$ cat src/rtl/lcd_spi_rx_if.sv
// ---------------------------------------------------------------------------
// lcd_spi_rx_if
//   Bundles the 4-wire LCD SPI pins and the receiver's decoded outputs.
//
//   Handshake rule for every strobe in this bundle (byte_valid, cmd_valid,
//   pix_valid, frame_done): the strobe is high for exactly one system clock
//   and its qualifying data fields are valid in that same cycle. There is no
//   ready/back-pressure path; the consumer must take the strobe when it is
//   presented. byte_data/byte_dc and cmd_code hold their value until the
//   next strobe of the same kind.
//
//   Modports:
//     master : the SPI driver side (drives spi_*, observes decoded outputs)
//     slave  : the receiver (samples spi_*, drives decoded outputs)
//
//   Signals:
//     spi_cs, spi_dc, spi_sclk, spi_mosi  SPI pins (cs active low, mode 0)
//     byte_valid/byte_data/byte_dc        raw byte stream with its dc tag
//     cmd_valid/cmd_code                  command byte strobe / last command
//     pix_valid/pix_x/pix_y/pix_data      RGB565 pixel writes with position
//     frame_done                          last pixel of the window written
//     err_cnt                             truncated-frame counter
//     dbg_state                           decoder FSM state, for observation
// ---------------------------------------------------------------------------
interface lcd_spi_rx_if #(
    parameter int X_W = 9,
    parameter int Y_W = 9
);
    logic           spi_cs;
    logic           spi_dc;
    logic           spi_sclk;
    logic           spi_mosi;

    logic           byte_valid;
    logic [7:0]     byte_data;
    logic           byte_dc;
    logic           cmd_valid;
    logic [7:0]     cmd_code;
    logic           pix_valid;
    logic [X_W-1:0] pix_x;
    logic [Y_W-1:0] pix_y;
    logic [15:0]    pix_data;
    logic           frame_done;
    logic [7:0]     err_cnt;
    logic [2:0]     dbg_state;

    modport master (
        output spi_cs, spi_dc, spi_sclk, spi_mosi,
        input  byte_valid, byte_data, byte_dc, cmd_valid, cmd_code,
        input  pix_valid, pix_x, pix_y, pix_data, frame_done, err_cnt,
        input  dbg_state
    );

    modport slave (
        input  spi_cs, spi_dc, spi_sclk, spi_mosi,
        output byte_valid, byte_data, byte_dc, cmd_valid, cmd_code,
        output pix_valid, pix_x, pix_y, pix_data, frame_done, err_cnt,
        output dbg_state
    );
endinterface

$ cat src/rtl/lcd_spi_rx.sv
// ---------------------------------------------------------------------------
// lcd_spi_rx
//   Panel-side receiver for the 4-wire LCD SPI link. Oversamples the pins on
//   the system clock, assembles 8-bit frames tagged with dc, and decodes
//   CASET (0x2A), RASET (0x2B) and RAMWR (0x2C) into RGB565 pixel writes with
//   panel x/y coordinates.
//
//   Ports:
//     sys_clk_50MHz  system clock, at least 4x the SPI clock
//     sys_rst        asynchronous active-high reset
//     bus            lcd_spi_rx_if.slave (SPI pins in, decoded outputs out)
//
//   Build option:
//     LCD_SPI_RX_ERR_CNT_EN  when defined, err_cnt counts truncated frames
//                            (saturating at 255); otherwise err_cnt is 0.
// ---------------------------------------------------------------------------
module lcd_spi_rx #(
    parameter int X_W = 9,
    parameter int Y_W = 9
) (
    input  logic         sys_clk_50MHz,
    input  logic         sys_rst,
    lcd_spi_rx_if.slave  bus
);

    typedef enum logic [2:0] {
        ST_IDLE     = 3'd0,
        ST_CA_P     = 3'd1,
        ST_RA_P     = 3'd2,
        ST_RAMWR_HI = 3'd3,
        ST_RAMWR_LO = 3'd4,
        ST_OTHER    = 3'd5
    } dec_state_e;

    // ------------------------------------------------------------------
    // Input synchronizers. All four pins go through identical 2-FF chains
    // so dc/mosi stay aligned with the synchronized sclk edge.
    // cs resets high so no spurious frame is seen leaving reset.
    // ------------------------------------------------------------------
    logic [1:0] cs_sync_q;
    logic [1:0] dc_sync_q;
    logic [1:0] sclk_sync_q;
    logic [1:0] mosi_sync_q;
    logic       sclk_dly_q;

    always_ff @(posedge sys_clk_50MHz or posedge sys_rst) begin
        if (sys_rst) begin
            cs_sync_q   <= 2'b11;
            dc_sync_q   <= 2'b00;
            sclk_sync_q <= 2'b00;
            mosi_sync_q <= 2'b00;
            sclk_dly_q  <= 1'b0;
        end else begin
            cs_sync_q   <= {cs_sync_q[0],   bus.spi_cs};
            dc_sync_q   <= {dc_sync_q[0],   bus.spi_dc};
            sclk_sync_q <= {sclk_sync_q[0], bus.spi_sclk};
            mosi_sync_q <= {mosi_sync_q[0], bus.spi_mosi};
            sclk_dly_q  <= sclk_sync_q[1];
        end
    end

    logic cs_s;
    logic dc_s;
    logic mosi_s;
    logic sclk_rise;

    assign cs_s      = cs_sync_q[1];
    assign dc_s      = dc_sync_q[1];
    assign mosi_s    = mosi_sync_q[1];
    assign sclk_rise = sclk_sync_q[1] & ~sclk_dly_q;

    // ------------------------------------------------------------------
    // Shifter. Bits enter at the LSB so the first (MSB) bit ends on top.
    // byte_valid is registered, so it appears one clock after the 8th bit.
    // ------------------------------------------------------------------
    logic [2:0] bit_cnt_q;
    logic [7:0] shift_q;
    logic       byte_valid_q;
    logic [7:0] byte_data_q;
    logic       byte_dc_q;

    always_ff @(posedge sys_clk_50MHz or posedge sys_rst) begin
        if (sys_rst) begin
            bit_cnt_q    <= 3'd0;
            shift_q      <= 8'h00;
            byte_valid_q <= 1'b0;
            byte_data_q  <= 8'h00;
            byte_dc_q    <= 1'b0;
        end else begin
            byte_valid_q <= 1'b0;
            if (cs_s) begin
                // Deselected: any partial byte is dropped here.
                bit_cnt_q <= 3'd0;
            end else if (sclk_rise) begin
                shift_q <= {shift_q[6:0], mosi_s};
                if (bit_cnt_q == 3'd7) begin
                    bit_cnt_q    <= 3'd0;
                    byte_data_q  <= {shift_q[6:0], mosi_s};
                    byte_dc_q    <= dc_s;
                    byte_valid_q <= 1'b1;
                end else begin
                    bit_cnt_q <= bit_cnt_q + 3'd1;
                end
            end
        end
    end

    // ------------------------------------------------------------------
    // Truncated-frame counter. The counter is only non-zero while cs is
    // low, so the first cycle of synchronized cs high with a non-zero
    // count is exactly one truncation event.
    // ------------------------------------------------------------------
`ifdef LCD_SPI_RX_ERR_CNT_EN
    logic       trunc;
    logic [7:0] err_cnt_q;

    assign trunc = cs_s & (bit_cnt_q != 3'd0);

    always_ff @(posedge sys_clk_50MHz or posedge sys_rst) begin
        if (sys_rst) begin
            err_cnt_q <= 8'h00;
        end else if (trunc && (err_cnt_q != 8'hFF)) begin
            err_cnt_q <= err_cnt_q + 8'd1;
        end
    end

    assign bus.err_cnt = err_cnt_q;
`else
    assign bus.err_cnt = 8'h00;
`endif

    // ------------------------------------------------------------------
    // Decoder: state register
    // ------------------------------------------------------------------
    dec_state_e     state_q,      state_d;
    logic [1:0]     pidx_q,       pidx_d;
    logic [15:0]    par_s_q,      par_s_d;
    logic [7:0]     par_e_hi_q,   par_e_hi_d;
    logic [X_W-1:0] xs_q,         xs_d;
    logic [X_W-1:0] xe_q,         xe_d;
    logic [Y_W-1:0] ys_q,         ys_d;
    logic [Y_W-1:0] ye_q,         ye_d;
    logic [X_W-1:0] cur_x_q,      cur_x_d;
    logic [Y_W-1:0] cur_y_q,      cur_y_d;
    logic [7:0]     hi_q,         hi_d;
    logic [7:0]     cmd_code_q,   cmd_code_d;
    logic           cmd_valid_q,  cmd_valid_d;
    logic           pix_valid_q,  pix_valid_d;
    logic [X_W-1:0] pix_x_q,      pix_x_d;
    logic [Y_W-1:0] pix_y_q,      pix_y_d;
    logic [15:0]    pix_data_q,   pix_data_d;
    logic           frame_done_q, frame_done_d;

    always_ff @(posedge sys_clk_50MHz or posedge sys_rst) begin
        if (sys_rst) begin
            state_q      <= ST_IDLE;
            pidx_q       <= 2'd0;
            par_s_q      <= 16'h0000;
            par_e_hi_q   <= 8'h00;
            xs_q         <= '0;
            xe_q         <= X_W'(239);
            ys_q         <= '0;
            ye_q         <= Y_W'(239);
            cur_x_q      <= '0;
            cur_y_q      <= '0;
            hi_q         <= 8'h00;
            cmd_code_q   <= 8'h00;
            cmd_valid_q  <= 1'b0;
            pix_valid_q  <= 1'b0;
            pix_x_q      <= '0;
            pix_y_q      <= '0;
            pix_data_q   <= 16'h0000;
            frame_done_q <= 1'b0;
        end else begin
            state_q      <= state_d;
            pidx_q       <= pidx_d;
            par_s_q      <= par_s_d;
            par_e_hi_q   <= par_e_hi_d;
            xs_q         <= xs_d;
            xe_q         <= xe_d;
            ys_q         <= ys_d;
            ye_q         <= ye_d;
            cur_x_q      <= cur_x_d;
            cur_y_q      <= cur_y_d;
            hi_q         <= hi_d;
            cmd_code_q   <= cmd_code_d;
            cmd_valid_q  <= cmd_valid_d;
            pix_valid_q  <= pix_valid_d;
            pix_x_q      <= pix_x_d;
            pix_y_q      <= pix_y_d;
            pix_data_q   <= pix_data_d;
            frame_done_q <= frame_done_d;
        end
    end

    // ------------------------------------------------------------------
    // Decoder: next state and outputs
    // ------------------------------------------------------------------
    logic [15:0] par_word;
    assign par_word = {par_e_hi_q, byte_data_q};

    always_comb begin
        state_d      = state_q;
        pidx_d       = pidx_q;
        par_s_d      = par_s_q;
        par_e_hi_d   = par_e_hi_q;
        xs_d         = xs_q;
        xe_d         = xe_q;
        ys_d         = ys_q;
        ye_d         = ye_q;
        cur_x_d      = cur_x_q;
        cur_y_d      = cur_y_q;
        hi_d         = hi_q;
        cmd_code_d   = cmd_code_q;
        cmd_valid_d  = 1'b0;
        pix_valid_d  = 1'b0;
        pix_x_d      = pix_x_q;
        pix_y_d      = pix_y_q;
        pix_data_d   = pix_data_q;
        frame_done_d = 1'b0;

        if (byte_valid_q) begin
            if (!byte_dc_q) begin
                // Commands win in every state; a pending RAMWR high byte is
                // simply abandoned.
                cmd_code_d  = byte_data_q;
                cmd_valid_d = 1'b1;
                pidx_d      = 2'd0;
                case (byte_data_q)
                    8'h2A:   state_d = ST_CA_P;
                    8'h2B:   state_d = ST_RA_P;
                    8'h2C: begin
                        state_d = ST_RAMWR_HI;
                        cur_x_d = xs_q;
                        cur_y_d = ys_q;
                    end
                    default: state_d = ST_OTHER;
                endcase
            end else begin
                case (state_q)
                    ST_CA_P, ST_RA_P: begin
                        pidx_d = pidx_q + 2'd1;
                        case (pidx_q)
                            2'd0: par_s_d[15:8] = byte_data_q;
                            2'd1: par_s_d[7:0]  = byte_data_q;
                            2'd2: par_e_hi_d    = byte_data_q;
                            default: begin
                                // Window is only committed once all four
                                // parameter bytes have arrived.
                                if (state_q == ST_CA_P) begin
                                    xs_d = X_W'(par_s_q);
                                    xe_d = X_W'(par_word);
                                end else begin
                                    ys_d = Y_W'(par_s_q);
                                    ye_d = Y_W'(par_word);
                                end
                                pidx_d  = 2'd0;
                                state_d = ST_IDLE;
                            end
                        endcase
                    end
                    ST_RAMWR_HI: begin
                        hi_d    = byte_data_q;
                        state_d = ST_RAMWR_LO;
                    end
                    ST_RAMWR_LO: begin
                        pix_valid_d  = 1'b1;
                        pix_data_d   = {hi_q, byte_data_q};
                        pix_x_d      = cur_x_q;
                        pix_y_d      = cur_y_q;
                        frame_done_d = (cur_x_q == xe_q) && (cur_y_q == ye_q);
                        // Equality-based advance: an inverted window (xs>xe)
                        // wraps through 2^X_W until it meets xe.
                        if (cur_x_q == xe_q) begin
                            cur_x_d = xs_q;
                            cur_y_d = (cur_y_q == ye_q) ? ys_q : cur_y_q + Y_W'(1);
                        end else begin
                            cur_x_d = cur_x_q + X_W'(1);
                        end
                        state_d = ST_RAMWR_HI;
                    end
                    default: ;
                endcase
            end
        end
    end

    // ------------------------------------------------------------------
    // Output mapping
    // ------------------------------------------------------------------
    assign bus.byte_valid = byte_valid_q;
    assign bus.byte_data  = byte_data_q;
    assign bus.byte_dc    = byte_dc_q;
    assign bus.cmd_valid  = cmd_valid_q;
    assign bus.cmd_code   = cmd_code_q;
    assign bus.pix_valid  = pix_valid_q;
    assign bus.pix_x      = pix_x_q;
    assign bus.pix_y      = pix_y_q;
    assign bus.pix_data   = pix_data_q;
    assign bus.frame_done = frame_done_q;
    assign bus.dbg_state  = state_q;

endmodule

$ cat src/flat_wrapper.sv
// flat-port wrapper written by rule: the top's interface ports become plain ports
module lcd_spi_rx_flat 
#(
    parameter int X_W = 9,
    parameter int Y_W = 9
)
  (sys_clk_50MHz, sys_rst, bus_spi_cs, bus_spi_dc, bus_spi_sclk, bus_spi_mosi, bus_byte_valid, bus_byte_data, bus_byte_dc, bus_cmd_valid, bus_cmd_code, bus_pix_valid, bus_pix_x, bus_pix_y, bus_pix_data, bus_frame_done, bus_err_cnt, bus_dbg_state);
  lcd_spi_rx_if #(.X_W(X_W), .Y_W(Y_W)) bus_i ();
  input  logic sys_clk_50MHz;
  input  logic sys_rst;
  input wire logic [$bits(bus_i.spi_cs)-1:0] bus_spi_cs;
  input wire logic [$bits(bus_i.spi_dc)-1:0] bus_spi_dc;
  input wire logic [$bits(bus_i.spi_sclk)-1:0] bus_spi_sclk;
  input wire logic [$bits(bus_i.spi_mosi)-1:0] bus_spi_mosi;
  output wire logic [$bits(bus_i.byte_valid)-1:0] bus_byte_valid;
  output wire logic [$bits(bus_i.byte_data)-1:0] bus_byte_data;
  output wire logic [$bits(bus_i.byte_dc)-1:0] bus_byte_dc;
  output wire logic [$bits(bus_i.cmd_valid)-1:0] bus_cmd_valid;
  output wire logic [$bits(bus_i.cmd_code)-1:0] bus_cmd_code;
  output wire logic [$bits(bus_i.pix_valid)-1:0] bus_pix_valid;
  output wire logic [$bits(bus_i.pix_x)-1:0] bus_pix_x;
  output wire logic [$bits(bus_i.pix_y)-1:0] bus_pix_y;
  output wire logic [$bits(bus_i.pix_data)-1:0] bus_pix_data;
  output wire logic [$bits(bus_i.frame_done)-1:0] bus_frame_done;
  output wire logic [$bits(bus_i.err_cnt)-1:0] bus_err_cnt;
  output wire logic [$bits(bus_i.dbg_state)-1:0] bus_dbg_state;
  assign bus_i.spi_cs = bus_spi_cs;
  assign bus_i.spi_dc = bus_spi_dc;
  assign bus_i.spi_sclk = bus_spi_sclk;
  assign bus_i.spi_mosi = bus_spi_mosi;
  assign bus_byte_valid = bus_i.byte_valid;
  assign bus_byte_data = bus_i.byte_data;
  assign bus_byte_dc = bus_i.byte_dc;
  assign bus_cmd_valid = bus_i.cmd_valid;
  assign bus_cmd_code = bus_i.cmd_code;
  assign bus_pix_valid = bus_i.pix_valid;
  assign bus_pix_x = bus_i.pix_x;
  assign bus_pix_y = bus_i.pix_y;
  assign bus_pix_data = bus_i.pix_data;
  assign bus_frame_done = bus_i.frame_done;
  assign bus_err_cnt = bus_i.err_cnt;
  assign bus_dbg_state = bus_i.dbg_state;
  lcd_spi_rx #(.X_W(X_W), .Y_W(Y_W)) u_core (.sys_clk_50MHz(sys_clk_50MHz), .sys_rst(sys_rst), .bus(bus_i));
endmodule
$ cat config.mk
export PLATFORM = sky130hd
export DESIGN_NAME = lcd_spi_rx_flat
export DESIGN_NICKNAME = d
export VERILOG_FILES = /design/src/rtl/lcd_spi_rx_if.sv /design/src/rtl/lcd_spi_rx.sv /design/src/flat_wrapper.sv
export SDC_FILE = /design/constraint.sdc
export NUM_CORES = 1
export LEC_CHECK = 0
export ABC_AREA = 1
export CORE_AREA = 3 3 157 114
export DETAILED_ROUTE_END_ITERATION = 16
export DIE_AREA = 0 0 160 117
export PLACE_DENSITY = 0.64
export SYNTH_ARGS = -nofsm -noshare
export SYNTH_HDL_FRONTEND = slang
export SYNTH_SLANG_ARGS = --single-unit
$ cat constraint.sdc
create_clock -name sys_clk_50MHz -period 5.1 [get_ports sys_clk_50MHz]
set_input_delay 0.51 -clock sys_clk_50MHz [delete_from_list [all_inputs] [get_ports sys_clk_50MHz]]
set_output_delay 0.51 -clock sys_clk_50MHz [all_outputs]
set_load 0.01 [all_outputs]
==> results.yml <==
run_status:
  status: "complete, no violations"
yosys:
  synth_edf_count: 0
  synthArstFlopShare_pct: 100
  synth_area_per_cell_um2: 8.99
  ys_types: 38
  synth_ff_type: "dfrtp_1"
  yosys_register_bits: 151
  ys_seq_area_share_pct: 58.1
  ys_top_cells_by_area: "dfrtp_1 (52%), nand2_1 (15%), dfstp_2 (6.4%)"
  yosysTopAreaCellShare_pct: 51.6
  synth_commonest_cells: "nand2_1 (264), dfrtp_1 (135), inv_1 (51)"
  synth_most_common_cell: "nand2_1"
  synth_warnings: 0
  syn_inst: 728
  syn-cell-area_um2: 6540
  synth_top_area_cell: "dfrtp_1"
cts:
  postCtsSetupBuffers: 0
  ctsHtreeMaxLevel: 4
  hold_buffers: 0
  cts_root_buf: "clkbuf_16"
  numClockSinks: 151
  post_cts_resized: 0
  cts_tree: "yes"
  insertion_delay_ps: 410
  numCtsBuffers: 17
  clkTransAtPathRegs_ps: 60
  clockBufferDepth: 2
placed_design:
  pre_cts_ws_ps: 2560
  port_buffers: 63
  place.gp.congestion: 0.863
  dp_hpwl_um: 10200
floorplan:
  dieWidth_um: 160
  ios: 72
  rows: 39
  die_area_um2: 18700
  coreArea_um2: 16300
  die_h_um: 117
  initial_core_util_pct: 40.1
global_route:
  grt_overflow: 0
  track_usage_pct: 16.6
  grt_max_degree: 118
  globalRouteMet2Util_pct: 22.5
  grt_use_met1_pct: 26.4
  grt_pass1_vias: 4543
  antenna_found_initial: 0
  use_met3_pct: 3.97
  grt_pass1_wl_um: 24500
  busiest_layer: "met1"
timing:
  rsz0062_at_grt: "no"
  slew_viol_final: 0
  tns_ps: 0
  worst_pin_slew_ps: 1020
  setup-violations-final: 0
  post-route-period-util_pct: 50.3
  fmax_ghz: 0.390
  fin_ws_ps: 2530
  finalHoldViolCount: 0
  finClkSkew_ps: 9.55
  slew_headroom_pct: 32.3
  fin_crit_ps: 2570
critical_path:
  cp.arrival_ps: 2870
  end_kind: "register"
  critPathKind: "reg -> reg"
  path_max_fanout: 23
  crit_path_start_kind: "register"
  cp.required_ps: 5400
finish:
  multi_input_area_um2: 2350
  ff_latch_area_um2: 3800
  largest_reg_flops: 16
  postLayoutCoreUtil_pct: 48.5
  drive_above_1_share_pct: 9.27
  num-fill-cells: 1574
  antennaDiodeCount: 0
  syn2layout_area_growth_pct: 20.8
  nets: 799
power:
  clkPwrFrac_pct: 50.3
  pwr-share-seq_pct: 47.9
  power_leakage_nw: 3.61
  ir_drop_mv: 0.246
  comb_power_share_pct: 1.7
  p_per_area_nw_per_um2: 323
  switching_share_pct: 21.7
  p_int_mw: 2.00
  p_switching_uw: 555
routing:
  dr_total_vias: 4873
  totalWireLength_um: 14800
  drc: 0
  wire_per_inst_um: 14.5
  drtIter0Drc: 378
  dr.pass1.iters: 5
  routed_via_density: 4.76
  postRouteAntennaNets: 0
hold_path:
  hold_path_class: "reg -> reg"
job:
  max-cap-violations: 0
-- final timing paths --
path                       cells past startpoint                       to                 from  slack [ps]
max reg2reg                                    5        u_core.cur_x_q[5]   u_core.bus.byte_dc        2530
max                                            5        u_core.cur_x_q[5]   u_core.bus.byte_dc        2530
min                                            0      u_core.dc_sync_q[1]  u_core.dc_sync_q[0]         350
max in group asynchronous                      3           u_core.xe_q[7]              sys_rst        3300
min in group asynchronous                      2  u_core.bus.byte_data[6]              sys_rst         720
min reg2reg                                    0      u_core.dc_sync_q[1]  u_core.dc_sync_q[0]         350
-- layout make-up --
type / instances / share of cell area [%]
clock buffers: 18 / 5.43
inverters: 59 / 2.87
well taps: 225 / 3.56
multi-input cells: 491 / 29.7
flip-flops and latches: 151 / 48.1
repair buffers: 65 / 8.17
clock inverters: 14 / 2.20
-- power groups by stage --
stage / clock network (mW) / registers [mW] / logic (mW)
final: 1.29 / 1.22 / 0.0445
after detailed placement: 0 / 1.25 / 0.0470
after global routing: 1.35 / 1.23 / 0.0537
after CTS: 1.30 / 1.22 / 0.0471
after floorplan: 0 / 1.24 / 0.0372
after global placement: 0 / 1.25 / 0.0464
-- cell families (layout without fill, tap and decap cells) --
logic type / Yosys count / after routing / synth area share, %
multiplexers: 1 / 1 / 0.153
other: 1 / 8 / 0.0573
XOR/XNOR: 20 / 20 / 2.68
AO/OA/AOI/OAI: 108 / 108 / 8.82
AND/OR/NAND/NOR: 346 / 346 / 22.2
buffers and inverters: 93 / 156 / 6.46
flip-flops: 151 / 151 / 58.1
adder cells (fa/ha/maj): 8 / 8 / 1.53
-- worst max-delay path: stages (launching register included) --
cell,delay [ps]
dfrtp_1,870
nand4_1,560
nand2_1,450
nand2_1,340
nand3_1,170
nand2_1,60
-- stage by stage --
| stage | instance area (um2) | instances | hold WS (ps) | total power [mW] |
|---|---|---|---|---|
| global placement | 7300 | 991 | 333 | 1.29 |
| floorplan | 6570 | 735 | 331 | 1.28 |
| global route | 7900 | 1023 | 352 | 2.64 |
| detailed placement | 7300 | 991 | 336 | 1.29 |
| CTS | 7900 | 1023 | 349 | 2.58 |
| finish | 7900 | 1023 | 348 | 2.56 |
-- metal layers --
layer	vias up	part of all wire, %	routed length (um)
li1	2431	-	-
met1	2307	54	7990
met2	127	39	5760
met3	8	6.3	929
met4	0	0.76	112
met5	-	0	0
-- layout by cell type (no fill, tap or decap), drive strengths merged, types with 3 or more instances in the layout --
cell type,count
dfrtp,135
nor3,6
clkinv,4
nand3b,4
o21ai,100
nand4,6
ha,8
a21oi,4
xor2,4
clkinvlp,4
dfstp,16
xnor2,16
bufinv,3
nand2,267
clkdlybuf4s50,63
nor2,19
inv,62
clkbuf,18
conb,8
nand3,40
(Power assumes the default switching activity.)
